<file path="src/rtl/motor_pwm_fsm.sv">
// motor_pwm_fsm: tick-driven motor PWM with speed modes
// and an auto-off countdown timer.
module motor_pwm_fsm #(
  parameter int P_PERIOD        = 100,
  parameter int P_DUTY_LOW      = 25,
  parameter int P_DUTY_MID      = 50,
  parameter int P_DUTY_HIGH     = 75,
  parameter int P_TICKS_PER_SEC = 1000000
) (
  input  logic       i_clk,
  input  logic       i_reset,
  input  logic       i_tick_clk,
  input  logic       i_btn_mode,
  input  logic       i_btn_timer,
  output logic       o_pwm,
  output logic [1:0] o_mode,
  output logic [2:0] o_timer_sec
);

  localparam int CW = $clog2(P_PERIOD);
  localparam int DW = CW + 1;
  localparam int PW = $clog2(P_TICKS_PER_SEC);

  typedef enum logic [1:0] {
    ST_STOP = 2'd0,
    ST_LOW  = 2'd1,
    ST_MID  = 2'd2,
    ST_HIGH = 2'd3
  } mode_e;

  mode_e          state_q, state_d;
  logic [CW-1:0]  cnt_q, cnt_d;
  logic [DW-1:0]  duty_q, duty_d;
  logic [DW-1:0]  mode_duty;
  logic [PW-1:0]  presc_q, presc_d;
  logic [2:0]     sec_q, sec_d;
  logic [2:0]     sec_next_set;
  logic           pwm_q, pwm_d;
  logic           r_tick_d;

  logic tick;
  logic timer_ok;
  logic sec_last;
  logic expire;
  logic wrap;
  logic to_stop;

  assign tick     = i_tick_clk & ~r_tick_d;
  assign timer_ok = i_btn_timer
                  & (state_q != ST_STOP);
  assign sec_last = presc_q
                 == PW'(P_TICKS_PER_SEC - 1);
  assign expire   = tick & sec_last
                  & (sec_q == 3'd1)
                  & ~timer_ok;
  assign wrap     = tick
                  & (cnt_q == CW'(P_PERIOD - 1));
  assign to_stop  = i_btn_mode
                  & (state_q == ST_HIGH);

  // Previous divided-clock level for edge detection
  always_ff @(posedge i_clk or posedge i_reset) begin
    if (i_reset) r_tick_d <= 1'b0;
    else         r_tick_d <= i_tick_clk;
  end

  // State, counters and registered PWM output
  always_ff @(posedge i_clk or posedge i_reset) begin
    if (i_reset) begin
      state_q <= ST_STOP;
      cnt_q   <= '0;
      duty_q  <= '0;
      presc_q <= '0;
      sec_q   <= '0;
      pwm_q   <= 1'b0;
    end else begin
      state_q <= state_d;
      cnt_q   <= cnt_d;
      duty_q  <= duty_d;
      presc_q <= presc_d;
      sec_q   <= sec_d;
      pwm_q   <= pwm_d;
    end
  end

  // Duty lookup for the mode currently held
  always_comb begin
    mode_duty = '0;
    unique case (state_q)
      ST_STOP: mode_duty = '0;
      ST_LOW:  mode_duty = DW'(P_DUTY_LOW);
      ST_MID:  mode_duty = DW'(P_DUTY_MID);
      ST_HIGH: mode_duty = DW'(P_DUTY_HIGH);
      default: mode_duty = '0;
    endcase
  end

  // Timer setting sequence 0 -> 1 -> 3 -> 5 -> 0
  always_comb begin
    sec_next_set = 3'd0;
    unique case (1'b1)
      (sec_q == 3'd0): sec_next_set = 3'd1;
      (sec_q == 3'd1): sec_next_set = 3'd3;
      (sec_q == 3'd3): sec_next_set = 3'd5;
      default:         sec_next_set = 3'd0;
    endcase
  end

  // Mode FSM next state; expiry overrides a press
  always_comb begin
    state_d = state_q;
    if (i_btn_mode)
      state_d = mode_e'(state_q + 2'd1);
    if (expire)
      state_d = ST_STOP;
  end

  // Countdown, timer presses and STOP clear
  always_comb begin
    sec_d   = sec_q;
    presc_d = presc_q;
    if (tick && sec_q != 3'd0) begin
      if (sec_last) begin
        presc_d = '0;
        sec_d   = sec_q - 3'd1;
      end else begin
        presc_d = presc_q + PW'(1);
      end
    end
    if (timer_ok) begin
      sec_d   = sec_next_set;
      presc_d = '0;
    end
    if (to_stop) begin
      sec_d   = '0;
      presc_d = '0;
    end
  end

  // PWM counter, glitch-free duty load, compare
  always_comb begin
    cnt_d  = cnt_q;
    duty_d = duty_q;
    if (tick)
      cnt_d = wrap ? '0 : cnt_q + CW'(1);
    if (wrap)
      duty_d = mode_duty;
    if (state_d == ST_STOP)
      duty_d = '0;
    pwm_d = (state_d != ST_STOP)
          & ({1'b0, cnt_q} < duty_q);
  end

  assign o_pwm       = pwm_q;
  assign o_mode      = state_q;
  assign o_timer_sec = sec_q;

endmodule
</file>
<file path="config.mk">
export PLATFORM = sky130hd
export DESIGN_NAME = motor_pwm_fsm
export DESIGN_NICKNAME = d
export VERILOG_FILES = /design/src/rtl/motor_pwm_fsm.sv
export SDC_FILE = /design/constraint.sdc
export NUM_CORES = 1
export LEC_CHECK = 0
export BUFFER_PORTS_ARGS = -buffer_cell sky130_fd_sc_hd__buf_2
export CORE_UTILIZATION = 61
export DETAILED_ROUTE_END_ITERATION = 12
export GPL_ROUTABILITY_DRIVEN = 0
export PLACE_DENSITY = 0.75
export SYNTH_ARGS = -nofsm -noshare
export SYNTH_HDL_FRONTEND = slang
export SYNTH_SLANG_ARGS = --single-unit
</file>
<file path="constraint.sdc">
create_clock -name i_clk -period 2.7 [get_ports i_clk]
set_clock_uncertainty 0.1 [all_clocks]
set_input_delay 0.135 -clock i_clk [delete_from_list [all_inputs] [get_ports i_clk]]
set_output_delay 0.135 -clock i_clk [all_outputs]
set_load 0.1 [all_outputs]
</file>
==> impl_metrics.toml <==
[drt]
ant_nets = 0
wl_per_cell_um = 15.4
drcViolationCount = 0
drt_pass1_iterations = 4
drt-initial-drc-count = 103
drt-total-wl_um = 4680
vias_per_cell = 5.87
vias = 1778

[die]
io_pins = 11
start_util = 0.645
dieWidth_um = 64.4
die_h_um = 64.4
rows = 22
dieArea_sq_um = 4150
core_sq_um = 3690

[setup_path]
startpoint = "o_timer_sec[0]"
regToRegSetupSlack_ps = 440
r2r_start = "o_timer_sec[0]"
arrival_ps = 2390
path_class = "flop to flop"
path_depth = 7
crit_path_end = "presc_q[12]"
critPathBufInv = 1
crit_required_ps = 2830
cp_top_family = "simple AND/OR/NAND/NOR gates"
critPathMostFrequentCell = "ha_1"
start_kind = "flop"
end_kind = "flop"
cp_max_fo = 7
reg2reg_depth = 7
cpPeakStageDelay_ps = 510
rr_endpoint = "presc_q[12]"
cp_slowest_cell = "or3b_1"
crit_chain = "inv_1 -> ha_1 -> ha_1 -> or3b_1 -> and3_1 -> nor2_2 -> a31o_1"

[synthesis]
synth_edf_count = 0
synthCells = 239
synth_cell_types = 55
ys.flop_type = "dfrtp_1"
seq_area_frac_synth = 0.410
yosysTopAreaCellShare = 0.410
postSynthAreaPerCell_sq_um = 9.95
synth_area_sq_um = 2380
synth_commonest_cells = "dfrtp_1 (39), nor2_1 (22), inv_1 (17), nand2_1 (17), ha_1 (15)"
yosysTopAreaCell = "dfrtp_1"
synthTopCellsByArea = "dfrtp_1 (41%), ha_1 (7.9%), nor2_1 (3.5%)"
yosys_warnings = 0
synth_most_common_cell = "dfrtp_1"
syn_nets = 259
async_flop_share = 1.00
ys_ff_latch = 39

[final_layout]
antennaDiodeCount = 0
nets = 274
seqCellArea_sq_um = 978
drive_gt1_frac = 0.169
nFillCells = 294
multi_input_area_sq_um = 1310
area_growth_pct = 9.05
layoutNonFillerInstCount = 303

[pwr]
peakVddDrop_mv = 0.836
power.density_nw_per_um2 = 882
power_leakage_nw = 1.17

[clocking]
cts_buffers = 5
cts-root-buf = "clkbuf_8"
htreeDepth = 2
tritoncts = "done"
path_clk_slew_ps = 70
clock_latency_ps = 290
clk_path_buf_depth = 2
cts_resized = 0
cts.sinks = 39

[timing]
tns_ps = 0
hold_viol = 0
worstMarginPinSlew_ps = 645
max_clock_freq_mhz = 442
hold_slack_ps = 95.1
setup_slack_ps = 440
slew_violations = 0
min_period_over_period = 0.837
slew_headroom = 0.570
period_minus_slack_ps = 2260
rsz0062_at_grt = "false"
setup_viol = 0

[global_routing]
grt_overflow = 0
grt_pass1_wl_um = 7980
antenna_found_initial = 0
grtUsageTotal = 0.252
grt_pass1_vias = 1690
grt_max_degree = 19

[placed_design]
placed_cells = 293
port_buffers = 10
place_ws_ps = 464
post-dp-hpwl_um = 3500

[outcome]
status = "finished clean"

[min_path]
worst_hold_path_type = "input pin to flop"

[run]
max-cap-violations = 0
cells by family (layout without fill, tap and decap cells):
group,after synthesis,in the layout,share of synthesized area
simple gates,104,104,0.271
flops,39,39,0.410
compound gates,38,38,0.121
buf+inv,23,39,0.0405
fa+ha+maj,15,15,0.0789
xor+xnor,13,13,0.0479
mux,7,7,0.0300
per-layer routing:
| layer | global-route usage | wire (um) | vias to the layer above |
|---|---|---|---|
| met5 | 0 | 0 | - |
| met4 | 0.0833 | 49 | 0 |
| met3 | 0.0546 | 153 | 4 |
| met2 | 0.380 | 2030 | 31 |
| met1 | 0.359 | 2440 | 851 |
| li1 | - | - | 892 |
flip-flops by register name, indices dropped and copies added, names as in the netlist:
name and cells:
cnt_q 7, duty_q 5, o_mode 2, o_pwm 1, o_timer_sec 3, presc_q 20
r_tick_d 1
where the power goes:
group / switching, W / total, W / internal (W)
sequential: 0.000149 / 0.000841 / 0.000692
combinational: 0.000715 / 0.00102 / 0.000303
clock: 0.000196 / 0.000429 / 0.000233
worst reg2reg max path, stage by stage, from the launching register on:
cell and delay [ps]:
dfrtp_2 390, inv_1 70, ha_1 190, ha_1 210, or3b_1 510, and3_1 350
nor2_2 200, a31o_1 180
through the flow:
| stage | instance area [sq um] | power [W] | util |
|---|---|---|---|
| 5_1_grt | 2590 | 0.00243 | 0.703 |
| 4_1_cts | 2590 | 0.00230 | 0.703 |
| 6_report | 2590 | 0.00229 | 0.703 |
| 3_5_place_dp | 2470 | 0.00186 | 0.671 |
| 3_3_place_gp | 2470 | 0.00184 | 0.671 |
| 2_1_floorplan | 2380 | 0.00168 | - |
timing repair:
| item | CTS | global route |
|---|---|---|
| hold buffers | 2 | 0 |
| setup buffers | 0 | 0 |
| hold endpoints to repair | 17 | 0 |
layout by cell type (no fill, tap or decap), drive strengths merged, types with 4 or more instances in the layout:
master and instances:
o21ai 5, mux2i 6, nor3 9, ha 15, nor2 25, clkbuf 8
and3 5, inv 17, o31ai 7, a21oi 5, buf 12, nand4 9
nand2 19, o211ai 4, dfrtp 39, nand3 15, xor2 8, xnor2 5
how the worst min path moves through the flow:
stage                     from   endpoint  slack [ps]  cells past startpoint
floorplan           i_tick_clk   r_tick_d          70                      0
global placement       i_reset   cnt_q[4]         140                      2
detailed placement     i_reset   cnt_q[4]         150                      2
CTS                 i_btn_mode  o_mode[0]          90                      3
global route        i_btn_mode  o_mode[1]         120                      3
finish              i_btn_mode  o_mode[0]         100                      3
layout make-up:
cell class                 instances  area share
multi-input combinational        177       0.504
sequential                        39       0.377
clock buffer                       8      0.0386
timing repair buffer              14      0.0328
inverter                          17      0.0246
tap                               48      0.0232
No activity file was read; power rests on OpenSTA's default activity.
